`src/rtl/sync_sp_ram_pkg.sv`:
```
// Shared types and default geometry for the single-port RAM read-modify-write controller.
// Holds the controller state encoding so the top and the bench agree on it.
package sync_sp_ram_pkg;

    localparam int unsigned ADDR_WIDTH_DEF = 8;
    localparam int unsigned DATA_WIDTH_DEF = 64;

    typedef enum logic [2:0] {
        ST_IDLE = 3'd0,
        ST_RD   = 3'd1,
        ST_WAIT = 3'd2,
        ST_WR   = 3'd3,
        ST_RSP  = 3'd4
    } state_e;

endpackage

```
`src/rtl/sync_sp_ram_be_merge.sv`:
```
// Combinational per-byte merge: enabled bytes come from the new word, the rest from the old word.
// Zero latency, no flow control.
module sync_sp_ram_be_merge #(
    parameter int unsigned DataWidth = 64
) (
    input  logic [DataWidth-1:0]   i_old_dat,
    input  logic [DataWidth-1:0]   i_new_dat,
    input  logic [DataWidth/8-1:0] i_be,
    output logic [DataWidth-1:0]   o_merged_dat
);

    always_comb begin
        o_merged_dat = i_old_dat;
        for (int i = 0; i < DataWidth/8; i++) begin
            if (i_be[i]) begin
                o_merged_dat[i*8 +: 8] = i_new_dat[i*8 +: 8];
            end
        end
    end

endmodule

```
`src/rtl/sync_sp_ram_rmw_ctrl.sv`:
```
// One-at-a-time request front end for a single-port RAM without byte enables; partial writes become read-merge-write.
// Read: response 3 cycles after accept; full write 2 cycles; partial write 4 cycles; Req_RO only in IDLE, RSP holds until Rsp_RI.
module sync_sp_ram_rmw_ctrl
    import sync_sp_ram_pkg::*;
#(
    parameter int unsigned AddrWidth = ADDR_WIDTH_DEF,
    parameter int unsigned DataWidth = DATA_WIDTH_DEF
) (
    input  logic                   Clk_CI,
    input  logic                   Rst_RI,
    input  logic                   Req_VI,
    output logic                   Req_RO,
    input  logic                   ReqWe_SI,
    input  logic [AddrWidth-1:0]   ReqAddr_DI,
    input  logic [DataWidth/8-1:0] ReqBe_SI,
    input  logic [DataWidth-1:0]   ReqWData_DI,
    output logic                   Rsp_VO,
    input  logic                   Rsp_RI,
    output logic [DataWidth-1:0]   RspRData_DO,
    output logic                   CSel_SO,
    output logic                   WrEn_SO,
    output logic [AddrWidth-1:0]   Addr_DO,
    output logic [DataWidth-1:0]   WrData_DO,
    output logic [DataWidth/8-1:0] BEn_SO,
    input  logic [DataWidth-1:0]   RdData_DI
);

    localparam int unsigned BeWidth = DataWidth / 8;

    state_e               r_state;
    logic                 r_we;
    logic [BeWidth-1:0]   r_be;
    logic [DataWidth-1:0] r_wdata;
    logic                 r_csel;
    logic                 r_wren;
    logic [AddrWidth-1:0] r_addr;
    logic [DataWidth-1:0] r_ram_wdata;
    logic                 r_rsp_vld;
    logic [DataWidth-1:0] r_rsp_data;
    logic [DataWidth-1:0] w_merged;

    sync_sp_ram_be_merge #(
        .DataWidth (DataWidth)
    ) u_be_merge (
        .i_old_dat    (RdData_DI),
        .i_new_dat    (r_wdata),
        .i_be         (r_be),
        .o_merged_dat (w_merged)
    );

    always_ff @(posedge Clk_CI) begin
        if (Rst_RI) begin
            r_state     <= ST_IDLE;
            r_we        <= 1'b0;
            r_be        <= '0;
            r_wdata     <= '0;
            r_csel      <= 1'b0;
            r_wren      <= 1'b0;
            r_addr      <= '0;
            r_ram_wdata <= '0;
            r_rsp_vld   <= 1'b0;
            r_rsp_data  <= '0;
        end else begin
            case (r_state)
                ST_IDLE: begin
                    if (Req_VI) begin
                        r_we    <= ReqWe_SI;
                        r_be    <= ReqBe_SI;
                        r_wdata <= ReqWData_DI;
                        if (ReqWe_SI && (&ReqBe_SI)) begin
                            r_state     <= ST_WR;
                            r_csel      <= 1'b1;
                            r_wren      <= 1'b1;
                            r_addr      <= ReqAddr_DI;
                            r_ram_wdata <= ReqWData_DI;
                        end else if (!(ReqWe_SI && !(|ReqBe_SI))) begin
                            // Reads and partial writes both start with a RAM read.
                            r_state <= ST_RD;
                            r_csel  <= 1'b1;
                            r_wren  <= 1'b0;
                            r_addr  <= ReqAddr_DI;
                        end
                    end
                end
                ST_RD: begin
                    r_state <= ST_WAIT;
                    r_csel  <= 1'b0;
                    r_wren  <= 1'b0;
                end
                ST_WAIT: begin
                    if (r_we) begin
                        r_state     <= ST_WR;
                        r_csel      <= 1'b1;
                        r_wren      <= 1'b1;
                        r_ram_wdata <= w_merged;
                    end else begin
                        r_state    <= ST_RSP;
                        r_rsp_vld  <= 1'b1;
                        r_rsp_data <= RdData_DI;
                    end
                end
                ST_WR: begin
                    r_state <= ST_IDLE;
                    r_csel  <= 1'b0;
                    r_wren  <= 1'b0;
                end
                ST_RSP: begin
                    if (Rsp_RI) begin
                        r_state   <= ST_IDLE;
                        r_rsp_vld <= 1'b0;
                    end
                end
                default: begin
                    r_state <= ST_IDLE;
                    r_csel  <= 1'b0;
                    r_wren  <= 1'b0;
                end
            endcase
        end
    end

    assign Req_RO      = (r_state == ST_IDLE);
    assign Rsp_VO      = r_rsp_vld;
    assign RspRData_DO = r_rsp_data;
    assign CSel_SO     = r_csel;
    assign WrEn_SO     = r_wren;
    assign Addr_DO     = r_addr;
    assign WrData_DO   = r_ram_wdata;
    assign BEn_SO      = '1;

endmodule

```
`config.mk`:
```
export PLATFORM = sky130hd
export DESIGN_NAME = sync_sp_ram_rmw_ctrl
export DESIGN_NICKNAME = d
export VERILOG_FILES = /design/src/rtl/sync_sp_ram_pkg.sv /design/src/rtl/sync_sp_ram_be_merge.sv /design/src/rtl/sync_sp_ram_rmw_ctrl.sv
export SDC_FILE = /design/constraint.sdc
export NUM_CORES = 1
export LEC_CHECK = 0
export CORE_MARGIN = 1
export CORE_UTILIZATION = 46
export CTS_BUF_LIST = sky130_fd_sc_hd__clkbuf_16
export DETAILED_ROUTE_END_ITERATION = 16
export GPL_TIMING_DRIVEN = 0
export PLACE_DENSITY_LB_ADDON = 0.15
export SLEW_MARGIN = 5
export SYNTH_ARGS = -nofsm -noshare
export SYNTH_HDL_FRONTEND = slang
export SYNTH_SLANG_ARGS = --single-unit
```
`constraint.sdc`:
```
create_clock -name Clk_CI -period 2.2 [get_ports Clk_CI]
set_input_delay 0.22 -clock Clk_CI [delete_from_list [all_inputs] [get_ports Clk_CI]]
set_output_delay 0.22 -clock Clk_CI [all_outputs]
set_load 0.05 [all_outputs]
```
Word-level counts from Yosys, hierarchy flattened. Cells that the tools add are included.

Register bits after elaboration: 215. Bits of input ports: 149. Word-level logic and storage cells: 69.

Eq/ne operators: 10. Multiplexer cells: 32. Bitwise gates (word level): 2. Reduce and logical (&&, ||, !) cells: 15.

Operators with widths (count): 64-bit 2-to-1 mux (3); 64-bit one-hot mux with 2 select lines (1); 8-bit 2-to-1 mux (10); 3-bit 2-to-1 mux (5); 3-bit one-hot mux with 4 select lines (1); 2-bit inequality test, second input constant (5); 1-bit 2-to-1 mux (9); 3-bit AND reduction (3); 4-bit AND reduction (2); 8-bit AND reduction (1); 8-bit OR reduction (1); 1-bit one-hot mux with 3 select lines (2); 2-bit AND reduction (2); 2-bit nonzero test (2); 3-bit by 1-bit == test with 1-bit output, second input constant (1); 3-bit by 2-bit == test with 1-bit output, second input constant (1); 3-bit == test, second input constant (1); 3-bit zero test (1); 3-bit inequality test, second input constant (1); 1-bit logical AND (2); 2-bit by 1-bit inequality test with 1-bit output, second input constant (1); 1-bit inverter (2); 1-bit one-hot mux with 2 select lines (1); 1-bit zero test (1).

Depth between registers and ports, before layout.
Depth after elaboration: 7. Gate-level depth with buffers: 8. Depth with buffers taken out: 4.

Modules after synthesis. From an unflattened synthesis, not the netlist that was laid out.

Cell total of the unflattened synthesis: 1038. Area, all modules: 9681.8 µm².

Modules (own cells, without submodules): sync_sp_ram_rmw_ctrl (instances 1, cells each 966, area an instance 8630.8 µm², sequential area each 4304.1 µm²); sync_sp_ram_be_merge (instances 1, cells each 72, area an instance 1051.0 µm², sequential area each 0.0 µm²).

Least setup slack after synthesis. OpenSTA, ideal clock, no wires.

Kind: flip-flop to flip-flop. Start: register r_state[2]. End: register r_csel (netlist: CSel_SO). Setup time: 62 ps. Arrival time: 2316 ps. Data required time: 2138 ps. Setup slack: -177 ps. Stages on the path, launching flop included: 6. Buffers on the path: 1. Path through: dfxtp_1 -> buf_2 -> nor3_1 -> nand4_1 -> a31oi_1 -> a32o_1.

Cells in the longest elaborated chain, start to end: 3. Elaborated cells on any way between the ends: 9.

Ends and longest elaborated chain: from (decl) (line sync_sp_ram_rmw_ctrl.sv:30) `state_e r_state;`; from (signal assigned) (line sync_sp_ram_rmw_ctrl.sv:53) `r_state <= ST_IDLE;`; from (signal assigned) (line sync_sp_ram_rmw_ctrl.sv:71) `r_state <= ST_WR;`; from (signal assigned) (line sync_sp_ram_rmw_ctrl.sv:78) `r_state <= ST_RD;`; 3-bit zero test *; net Req_RO (line sync_sp_ram_rmw_ctrl.sv:12) `output logic Req_RO,`; 3-bit inequality test (no source line) / 2-bit inequality test (equally long branches); 4-bit AND reduction (no source line); to (signal assigned) (line sync_sp_ram_rmw_ctrl.sv:57) `r_csel <= 1'b0;`; to (signal assigned) (line sync_sp_ram_rmw_ctrl.sv:72) `r_csel <= 1'b1;`; to (signal assigned) (line sync_sp_ram_rmw_ctrl.sv:79) `r_csel <= 1'b1;`; to (decl) (line sync_sp_ram_rmw_ctrl.sv:34) `logic r_csel;`.

The timed path passes the listed nets; every way through them passes the cells marked *. A chain may end at the register's enable or synchronous reset.

Worst setup path in the final report.
Start: register r_state[2]. End: output port Req_RO.

Cells in the longest elaborated chain, start to end: 1.

Ends and longest elaborated chain: 3-bit zero test (line sync_sp_ram_rmw_ctrl.sv:122) `assign Req_RO = (r_state == ST_IDLE);`; to (decl) (line sync_sp_ram_rmw_ctrl.sv:12).

No other way between the ends.

==> results.json <==
{
  "synth.distinct_cells": 34,
  "grt_util_met3_pct": 6.36,
  "drv_slew": 0,
  "vias_per_cell": 5.42,
  "final_common_cell": "clkdlybuf4s50_1",
  "yosys-top-cells-area": "dfxtp_1 47%, nand2_1 12%, a21oi_1 11%",
  "coreArea_mm2": 0.0194,
  "worstMarginPinSlew_ns": 0.967,
  "antenna_found_initial": 2,
  "die_area_mm2": 0.0203,
  "leakage_nw": 4.61,
  "synth_top_area_share_pct": 47.4,
  "overflow": 0,
  "grt_use_total_pct": 29.6,
  "avgSynthCellArea_um2": 8.11,
  "nets": 1592,
  "wl_mm": 30.6,
  "netlist_instances": 1120,
  "synth_area_mm2": 0.00908,
  "drt_iter0_markers": 659,
  "grtUsageMet1_pct": 38.5,
  "path_max_fanout": 10,
  "fillers": 1767,
  "drc_errors": 0,
  "hold_viol_final": 0,
  "yosys_warnings": 0,
  "drive_above_1_share_pct": 5.89,
  "vias": 9374,
  "arrival_ns": 1.88,
  "htreeDepth": 1,
  "syn2layout_area_growth_pct": 44.8,
  "routedWlPerCell_um": 17.7,
  "dr.pass1.iters": 7,
  "cts_buffers": 24,
  "critPathKind": "register to output pin",
  "slew_headroom_pct": 35.6,
  "rows": 51,
  "ant_nets": 0,
  "powerDensity_mw_per_mm2": 751,
  "setup_viol": 0,
  "synth_area_leader_cell": "dfxtp_1",
  "io_buffers": 287,
  "die_height_um": 143,
  "root_buffer": "clkbuf_16",
  "die-width_um": 143,
  "peakVddDrop_v": 0.000507,
  "hold_path_class": "input port to register",
  "clockBufferDepth": 3,
  "start_util_pct": 46.8,
  "fin_crit_sh_pct": 95.4,
  "post-route-min-period_ns": 2.10,
  "critPathLaunchType": "register",
  "grt_pass1_vias": 8747,
  "clkTransAtPathRegs_ns": 0.06,
  "crit_required_ns": 1.98,
  "cts_hold_buf": 0,
  "cts_tree": "done",
  "finish.utilization_pct": 67.8,
  "grt_setup_unrepaired": "false",
  "cts.sinks": 215,
  "max_cap_viol_count": 0,
  "gr-usage-met2_pct": 48.0,
  "hold_ws_ns": 0.199,
  "dp_hpwl_mm": 21.8,
  "slowest_delay_ns": 0.60,
  "grt_start_max_net_pins": 14,
  "busiest_layer": "met2",
  "yosysSeqAreaShare_pct": 47.4,
  "final_cell_mix": "286 x clkdlybuf4s50_1, 281 x nand2_1, 215 x dfxtp_1",
  "gp_congestion": 0.878,
  "totalPowerFinal_mw": 9.88,
  "outcome": "complete, no violations",
  "clock.fmax_ghz": 0.477,
  "clock-skew-final_ns": 0.0106,
  "cp-end-kind": "output pin",
  "ioPinCount": 297,
  "crit_slowest_cell": "dlygate4sd2_1",
  "path_cells": "buf_2 > nor3_2 > dlygate4sd2_1",
  "grt_pass1_wl_mm": 47.0,
  "insertion_delay_ns": 0.51,
  "synth_seq_cells": 215
}
## per-layer routing
layer  vias up  wire length (um)
met5         -                 0
li1       4516                 -
met3        60              2710
met1      4383             12600
met2       415             14300
met4         0              1040
## sequential cells by signal (all words and copies together) (netlist names)
signal,count
r_be,8
WrData_DO,64
r_state,3
WrEn_SO,1
RspRData_DO,64
Addr_DO,8
r_wdata,64
CSel_SO,1
Rsp_VO,1
r_we,1
## where the power goes
group	internal [mW]	switching [mW]	leakage [nW]
Sequential	4.08	0.0930	1.75
Clock	2.40	1.61	0.402
Combinational	0.672	1.03	2.46
Total	7.15	2.73	4.61
## synthesized netlist by cell type (all sizes together)
master and n:
a2111oi 1, a211oi 2, a21o 1, a21oi 202, a221o 63, a2bb2oi 1, a31oi 4, a32o 1
a41o 1, and4 2, buf 50, clkbuf 64, conb 1, dfxtp 215, inv 2, mux2i 72
nand2 281, nand2b 1, nand3 63, nand4 2, nor2 77, nor2b 3, nor3 4, nor3b 2
nor4 1, nor4b 1, o22a 1, or3b 1, or4b 1
## area by class of cell
class / instances / area [um^2] / area share [%]
well taps: 265 / 332 / 2.52
diodes: 2 / 5.00 / 0.0380
multi-input cells: 796 / 4310 / 32.8
plain buffers: 114 / 504 / 3.83
repair buffers: 290 / 2910 / 22.1
clock inverters: 19 / 158 / 1.20
inverters: 2 / 7.51 / 0.0571
clock buffers: 25 / 626 / 4.76
flip-flops and latches: 215 / 4300 / 32.7
## path summary, 6_finish.rpt
path	from	end	slack (ns)	cells after the start
worst min-delay path	Rst_RI	WrData_DO[62]$_SDFFE_PP0P_	0.20	3
worst max register to register	r_state[1]$_SDFFE_PP0P_	RspRData_DO[42]$_SDFFE_PP0P_	0.12	8
worst min register to register	RspRData_DO[4]$_SDFFE_PP0P_	RspRData_DO[4]$_SDFFE_PP0P_	0.45	2
worst max-delay path	r_state[2]$_SDFFE_PP0P_	Req_RO	0.10	3
## what timing repair did
action,CTS,global route
setup buffers,0,3
cloned,0,0
resized for setup,2,16
pin swaps,0,1
setup endpoints to repair,2,150
## through the flow
stage | worst slack (ns) | instances | cell area [um^2] | setup TNS, ns
after floorplan | 0.331 | 1127 | 9110 | 0
after global placement | -0.248 | 1679 | 12300 | -13.67
after detailed placement | -0.261 | 1679 | 12300 | -17.25
after CTS | 0.0220 | 1723 | 13100 | 0
after global routing | 0.00796 | 1728 | 13200 | 0
final | 0.101 | 1728 | 13200 | 0
## cells by family after synthesis
group	after synthesis	share of synthesized area [%]
and+or+nand+nor	439	19.9
AOI/OAI and AO/OA	277	19.3
DFF	215	47.4
buffers and inverters	116	5.48
muxes	72	7.93
other	1	0.0413
## worst max-delay path, delay by kind of cell (launching register included)
family / cells / cell delay (ns)
AND/OR/NAND/NOR: 1 / 0.26
buffers and inverters: 2 / 0.79
flip-flops: 1 / 0.31
Power figures use the tool's default switching activity.
